**src/rtl/irq_pkg.sv**
```systemverilog
// Shared types and helpers for the 8-line interrupt request encoder.
// Line count and index width are fixed at 8 and 3 for this revision.
package irq_pkg;

   localparam int N = 8;
   localparam int W = 3;

   typedef enum logic [1:0] {
      IDLE    = 2'd0,
      PRESENT = 2'd1
   } state_t;

   function automatic logic [N-1:0] onehot_w(input logic [W-1:0] idx);
      logic [N-1:0] v;
      v      = '0;
      v[idx] = 1'b1;
      return v;
   endfunction

endpackage

```
**src/rtl/prio_enc_83.sv**
```systemverilog
// Combinational 8-to-3 priority encoder, the reverse of a 3-to-8 decoder.
// It also reports whether any input bit is set and whether more than one is set.
module prio_enc_83
   import irq_pkg::*;
#(
   parameter bit LOW_FIRST = 1'b1
) (
   input  logic [N-1:0] in,
   output logic [W-1:0] idx,
   output logic         any,
   output logic         multi
);

   always_comb begin
      idx = '0;
      if (LOW_FIRST) begin
         // Scan downwards so the lowest set bit is the last one written.
         for (int i = N - 1; i >= 0; i--) begin
            if (in[i]) idx = W'(i);
         end
      end else begin
         for (int i = 0; i < N; i++) begin
            if (in[i]) idx = W'(i);
         end
      end
   end

   assign any   = |in;
   assign multi = |(in & (in - N'(1)));

endmodule

```
**src/rtl/irq_encoder_83.sv**
```systemverilog
// Captures rising edges on 8 request lines into a pending set and presents the
// highest-priority unmasked pending request as a registered code until acked.
module irq_encoder_83
   import irq_pkg::*;
#(
   parameter bit LOW_FIRST = 1'b1
) (
   input  logic         clk,
   input  logic         rst_n,
   input  logic [N-1:0] req,
   input  logic [N-1:0] mask,
   input  logic         ack,
   output logic [W-1:0] code,
   output logic         valid,
   output logic         multi,
   output logic [N-1:0] pending,
   output logic [1:0]   dbg_state
);

   // Handshake: valid/code/multi hold steady until a cycle with valid=1 and ack=1;
   // that cycle consumes the code, and ack seen while valid=0 has no effect.

   logic [N-1:0] r_req_q;
   logic [N-1:0] r_pending;
   logic [W-1:0] r_code;
   logic         r_valid;
   logic         r_multi;
   state_t       r_state;

   logic [N-1:0] w_rise;
   logic [N-1:0] w_clr;
   logic [N-1:0] w_eligible;
   logic [W-1:0] w_enc_idx;
   logic         w_enc_any;
   logic         w_enc_multi;
   logic         w_take;
   state_t       w_state_nxt;
   logic [W-1:0] w_code_nxt;
   logic         w_valid_nxt;
   logic         w_multi_nxt;

   assign w_take     = r_valid & ack;
   assign w_rise     = req & ~r_req_q;
   assign w_clr      = w_take ? onehot_w(r_code) : '0;
   assign w_eligible = r_pending & mask;

   prio_enc_83 #(.LOW_FIRST(LOW_FIRST)) u_enc (
      .in    (w_eligible),
      .idx   (w_enc_idx),
      .any   (w_enc_any),
      .multi (w_enc_multi)
   );

   always_comb begin
      w_state_nxt = r_state;
      w_code_nxt  = r_code;
      w_valid_nxt = r_valid;
      w_multi_nxt = r_multi;
      case (r_state)
         IDLE: begin
            if (w_enc_any) begin
               w_code_nxt  = w_enc_idx;
               w_multi_nxt = w_enc_multi;
               w_valid_nxt = 1'b1;
               w_state_nxt = PRESENT;
            end else begin
               w_valid_nxt = 1'b0;
            end
         end
         PRESENT: begin
            // Returning to IDLE first guarantees one bubble cycle before the next load.
            if (w_take) begin
               w_valid_nxt = 1'b0;
               w_state_nxt = IDLE;
            end
         end
         default: begin
            w_valid_nxt = 1'b0;
            w_state_nxt = IDLE;
         end
      endcase
   end

   always_ff @(posedge clk) begin
      if (!rst_n) begin
         r_req_q   <= '0;
         r_pending <= '0;
         r_code    <= '0;
         r_valid   <= 1'b0;
         r_multi   <= 1'b0;
         r_state   <= IDLE;
      end else begin
         r_req_q   <= req;
         // A bit rising in the same cycle it is cleared stays pending.
         r_pending <= (r_pending & ~w_clr) | w_rise;
         r_code    <= w_code_nxt;
         r_valid   <= w_valid_nxt;
         r_multi   <= w_multi_nxt;
         r_state   <= w_state_nxt;
      end
   end

   assign code      = r_code;
   assign valid     = r_valid;
   assign multi     = r_multi;
   assign pending   = r_pending;
   assign dbg_state = r_state;

endmodule

```
**config.mk**
```make
export PLATFORM = sky130hd
export DESIGN_NAME = irq_encoder_83
export DESIGN_NICKNAME = d
export VERILOG_FILES = /design/src/rtl/irq_pkg.sv /design/src/rtl/prio_enc_83.sv /design/src/rtl/irq_encoder_83.sv
export SDC_FILE = /design/constraint.sdc
export NUM_CORES = 1
export LEC_CHECK = 0
export ABC_AREA = 1
export CAP_MARGIN = 20
export CORE_MARGIN = 10
export CORE_UTILIZATION = 45
export CTS_BUF_LIST = sky130_fd_sc_hd__clkbuf_4 sky130_fd_sc_hd__clkbuf_8
export DETAILED_ROUTE_END_ITERATION = 10
export PLACE_DENSITY = 0.88
export REMOVE_ABC_BUFFERS = 1
export SYNTH_ARGS = -nofsm -noshare
export SYNTH_HDL_FRONTEND = slang
export SYNTH_SLANG_ARGS = --single-unit
```
**constraint.sdc**
```tcl
create_clock -name clk -period 1.45 [get_ports clk]
set_clock_uncertainty 0.2 [all_clocks]
set_input_delay 0.29 -clock clk [delete_from_list [all_inputs] [get_ports clk]]
set_output_delay 0.29 -clock clk [all_outputs]
set_load 0.01 [all_outputs]
```
==> results of run 1 <==
## cells in the final DEF (no fill, tap or decap), types with 2 or more instances in the layout
cell type	instances
dlymetal6s2s_1	7
o21ai_0	11
o21ai_1	2
nand2_1	33
clkbuf_4	3
clkdlybuf4s15_1	5
a21oi_2	2
nor2_1	8
inv_1	15
clkbuf_2	8
nand2_4	3
dfxtp_1	14
dfxtp_2	8
o22ai_1	3
nand3_1	8
clkdlybuf4s50_1	11
buf_4	14
nor2_4	2
nand2_2	7
a21oi_1	6
## report_power, final
group          total [mW]  leakage, nW  switching [mW]  internal (mW)
Clock               0.340       0.0210           0.186          0.153
Combinational       0.473        0.564           0.256          0.217
Sequential          0.712        0.185          0.0409          0.671
## cell usage after synthesis
master    count
o21ai_1       1
nor2_2        1
a21oi_4       1
o311ai_0      1
nand3_1       8
nand2_2       7
nand2_1      36
clkbuf_8      1
o21ai_0      12
inv_2         1
o22ai_1       3
nor2_1        8
o31ai_1       1
a21oi_1       8
conb_1        1
nor2_4        1
dfxtp_1      22
buf_4         1
inv_1        15
buf_2         1
## flip-flops by register name, summed over array words and instances (netlist names)
name,flops
multi,1
r_req_q,8
dbg_state,1
pending,8
code,3
valid,1
## how the worst max path moves through the flow
| stage | end |
|---|---|
| finish | code[1] |
| global route | code[1] |
| CTS | pending[3] |
| detailed placement | multi |
| global placement | multi |
| floorplan | multi |
## kinds of logic (layout without fill, tap and decap cells)
group	Yosys count	in the layout	share of synthesized area [%]
AND/OR/NAND/NOR	61	61	28.0
AO/OA/AOI/OAI	27	27	16.4
flip-flops	22	22	46.2
buffers and inverters	19	67	9.05
other	1	1	0.393
## worst reg2reg max path: stages, from the launching register on
cell	delay (ns)
dfxtp_2	0.36
nand2_1	0.12
buf_4	0.13
nand3_1	0.08
a21oi_1	0.17
nand2_1	0.13
a21oi_2	0.17
## routing by layer
layer | up-vias | share of wire [%] | global-route usage [%]
li1 | 512 | - | -
met1 | 479 | 36 | 13.6
met2 | 44 | 55 | 24.4
met3 | 11 | 5.8 | 2.03
met4 | 0 | 2.6 | 5.50
met5 | - | 0 | 0
## per-stage QoR
stage	cells	power (mW)	utilization (%)	area, um2	hold WS, ns
after detailed placement	200	1.19	70.6	1400	0.212
after CTS	204	1.50	72.3	1430	0.223
after global routing	205	1.60	74.0	1470	0.234
final	205	1.52	74.0	1470	0.222
after global placement	200	1.17	70.6	1400	0.204
after floorplan	127	0.922	-	927	0.197
## timing repair
item / in CTS / in global routing
hold buffers: 0 / 0
gates resized for setup: 26 / 36
setup endpoints to repair: 14 / 20
endpoints found under the hold margin: 0 / 0
pin swaps: 0 / 10
setup buffers: 0 / 1
## final cells by class
| class | instances | area, um2 |
|---|---|---|
| fill | 139 | 515 |
| multi-input combinational | 89 | 462 |
| sequential | 22 | 450 |
| timing repair buffer | 47 | 424 |
| inverter | 16 | 60.1 |
| clock buffer | 4 | 36.3 |
| tap | 27 | 33.8 |
==> results.toml, run 1 <==
[status]
status = "completed"

[timing]
tns_ns = 0
setup_ws_ns = 0.0150
max_freq_mhz = 697
hold_violations = 0
finalSetupViolations = 0
final_max_slew_viol_count = 0
period_minus_slack_ns = 1.43
post-route-period-util_pct = 99.0

[clocking]
numClockSinks = 22
cts_made_buffers = 3
clock_path_buffers = 2
cts_tree = "built"
cts_max_level = 1
clock_latency_ns = 0.31
path_clk_slew_ns = 0.12
cts_root_buf = "clkbuf_4"

[critical_path]
critPathRequiredTime_ns = 1.50
path_common_cell = "nand2_1"
worstReg2RegStart = "pending[5]"
path_cells = "nand2_1 -> buf_4 -> nand3_1 -> a21oi_1 -> nand2_1 -> a21oi_2"
path_delay_family = "flip-flops"
crit_start = "pending[5]"
critical_path_class = "flop to flop"
path_depth = 6
critPathCaptureType = "flop"
critical_path.max_stage_delay_ns = 0.36
cp.arrival_ns = 1.48
r2r_cells = 6
worst_path_max_delay_cell = "dfxtp_2"
crit_path_max_fanout = 4
path_buf_inv = 1
reg2reg_setup_slack_ns = 0.02
r2r_end = "code[1]"
critPathLaunchType = "flop"

[die]
rows = 16
dieArea_um2 = 4360
start_util_pct = 48.1
ios = 34
core_um2 = 1980
die_y_um = 66.0
dieWidth_um = 66.0

[yosys]
synthesis.area_um2 = 953
synth_top_area_share_pct = 46.2
synth.distinct_cells = 20
syn_inst = 130
synth.largest_area_cell = "dfxtp_1"
syn_avg_cell_area_um2 = 7.33
synth_area_leaders = "dfxtp_1 (46%), nand2_1 (14%), o21ai_0 (6.3%)"
yosysSeqAreaShare_pct = 46.2
ys_seq_elements = 22
yosys_warnings = 0

[hold_path]
hold_start = "r_req_q[0]"
hold_end = "pending[0]"
holdPathStages = 1
hp-class = "flop to flop"

[finish]
syn2layout_area_growth_pct = 53.8
layout.nets = 198
layout-drive-gt1-share_pct = 29.2
n_antenna_cell = 0

[detailed_routing]
vias = 1046
wirelength_um = 3080
postRouteAntennaNets = 0
drc = 0
vias_per_cell = 5.10
drtIter0Drc = 70
drtPass1Iterations = 4
avgRoutedWirePerCell_um = 15.0

[job]
drv_cap = 0

[power]
power.density_nw_per_um2 = 1040
p_leak_nw = 0.770
max-vdd-ir-drop_v = 0.000788

[placement]
portBuffers = 32
place_ws_ns = -0.315
dpl.hpwl_um = 2210
gp_congestion = 0.874

[grt]
grt_pass1_vias = 1018
grt_max_degree = 18
grt-ovfl-total = 0
grt_pass1_wl_um = 4440
antenna_found_initial = 0
grt_use_total_pct = 12.9
Note: power is estimated with default switching activity, not from simulation.
==> run 2: changes to the inputs <==
CAP_MARGIN = 5   (was 20)
==> results of run 2 <==
The final DEF is identical to that of run 1; final timing and power are the same.
==> run 3: changes to the inputs <==
CORE_UTILIZATION = 49   (was 45)
HOLD_SLACK_MARGIN = 0.12   (was not set)
PLACE_DENSITY = 0.94   (was 0.88)
clock period = 1.7 ns   (was 1.45 ns; I/O delays follow)
==> run 3 against run 2 <==
Against the previous run:
- sequential share of layout area up 1.3 points
- clock power down 17%
- sequential power decreased by 15%
- register-to-register slack gained 0.28 ns
- combinational power down 25%
- critical endpoint is now pending[6]
- non-clock buffer count decreased by 4
- highest routed layer unchanged
- final cell count down 2.9%
==> results.toml, run 3 (synthesis results as in run 1) <==
[grt]
grt_use_total_pct = 13.7
grt_pass1_wl_um = 4620
grt-ovfl-total = 0
grtUsageMet1_pct = 14.3
grt_max_degree = 13
use_met3_pct = 1.92
grt_pass1_vias = 1022
antenna_found_initial = 0
busiest_layer = "met2"
grt_util_met2_pct = 26.1

[critical_path]
reg2reg_setup_slack_ns = 0.30
worst_path_max_delay_cell = "dfxtp_1"
path_cells = "dlygate4sd2_1"
cp.arrival_ns = 1.00
critPathCaptureType = "output pin"
r2r_end = "code[1]"
critical_path_class = "flop to output pin"
crit_path_max_fanout = 3
path_buf_inv = 1
worstReg2RegStart = "pending[0]"
critical_path.max_stage_delay_ns = 0.40
path_delay_family = "flip-flops"
critPathLaunchType = "flop"
r2r_cells = 7
critPathRequiredTime_ns = 1.16

[detailed_routing]
postRouteAntennaNets = 0
drtPass1Iterations = 4
avgRoutedWirePerCell_um = 13.9
vias_per_cell = 5.12
wirelength_um = 2770
drc = 0
vias = 1018
drtIter0Drc = 59

[placement]
place_ws_ns = -0.132
dpl-instance-area_um2 = 1360
dpl.hpwl_um = 2310
gp_congestion = 0.936
portBuffers = 32

[timing]
finalSetupViolations = 0
period_minus_slack_ns = 1.54
tns_ns = 0
post-route-period-util_pct = 90.4
hold_violations = 0
final_max_slew_viol_count = 0
max_freq_mhz = 651
setup_ws_ns = 0.163
rsz0062_at_grt = "no"

[finish]
layout-drive-gt1-share_pct = 16.1
final_common_cell = "nand2_1"
fin_area_um2 = 1380
layout_common_cells = "nand2_1 (36), dfxtp_1 (20), clkdlybuf4s50_1 (18)"
final_util_pct = 77.5
syn2layout_area_growth_pct = 45.0
n_antenna_cell = 0
layout.nets = 194

[die]
start_util_pct = 53.5
die_y_um = 64.1
core_um2 = 1780
dieArea_um2 = 4110
dieWidth_um = 64.1
ios = 34
rows = 15

[clocking]
clock_latency_ns = 0.30
cts_tree = "built"
numClockSinks = 22
cts_root_buf = "clkbuf_4"
clock_path_buffers = 2
cts_hold_buf = 0
cts_made_buffers = 3
cts_max_level = 1
path_clk_slew_ns = 0.12

[power]
max-vdd-ir-drop_v = 0.000727
power.density_nw_per_um2 = 898
p_leak_nw = 0.706
total_power_mw = 1.24

[hold_path]
hold_start = "r_req_q[1]"
holdPathStages = 1
hold_end = "pending[1]"
hp-class = "flop to flop"

[status]
status = "completed"

[job]
drv_cap = 0
-- run 3: changes by cell type in the layout (fill, tap and decap cells not counted), moves of 2 or more --
cell / previous run / this run
dlygate4sd2_1: 0 / 14
clkbuf_2: 8 / 0
clkdlybuf4s50_1: 11 / 18
dlymetal6s2s_1: 7 / 0
dfxtp_1: 14 / 20
dfxtp_2: 8 / 2
clkdlybuf4s15_1: 5 / 0
buf_4: 14 / 11
nand2_1: 33 / 36
nand2_4: 3 / 0
a21oi_1: 6 / 8
a21oi_2: 2 / 0
-- run 3: metrics by stage --
| stage | cells | hold slack (ns) |
|---|---|---|
| 3_5_place_dp | 195 | 0.212 |
| 6_report | 199 | 0.223 |
| 3_3_place_gp | 195 | 0.202 |
| 2_1_floorplan | 127 | 0.199 |
| 5_1_grt | 199 | 0.245 |
| 4_1_cts | 199 | 0.230 |
-- run 3: metal layers --
metal  wire length (um)  vias up
li1                   -      506
met1               1030      469
met2               1530       36
met3                142        7
met4                 61        0
met5                  0        -
-- run 3: how the worst max path moves through the flow --
stage / from / endpoint / slack (ns) / cells past startpoint
final: pending[6] / pending[6] / 0.16 / 1
after global routing: mask[0] / multi / 0.10 / 9
after CTS: pending[6] / pending[6] / 0.16 / 1
after detailed placement: mask[0] / multi / -0.13 / 8
after global placement: mask[5] / multi / -0.06 / 8
after floorplan: pending[5] / multi / 0.36 / 7
-- run 3: power by group --
| part | switching, mW | internal, mW |
|---|---|---|
| Clock | 0.152 | 0.131 |
| Combinational | 0.189 | 0.164 |
| Sequential | 0.0366 | 0.570 |
-- run 3: area by class of cell --
type,count,area (um2)
timing repair buffer,43,385
fill,139,400
multi-input combinational,89,427
clock buffer,4,36.3
inverter,16,60.1
tap,25,31.3
sequential,22,443
-- run 3: repair_timing --
item,in CTS,in global routing
setup endpoints to repair,14,0
buffers inserted,0,0
gates resized for setup,16,0
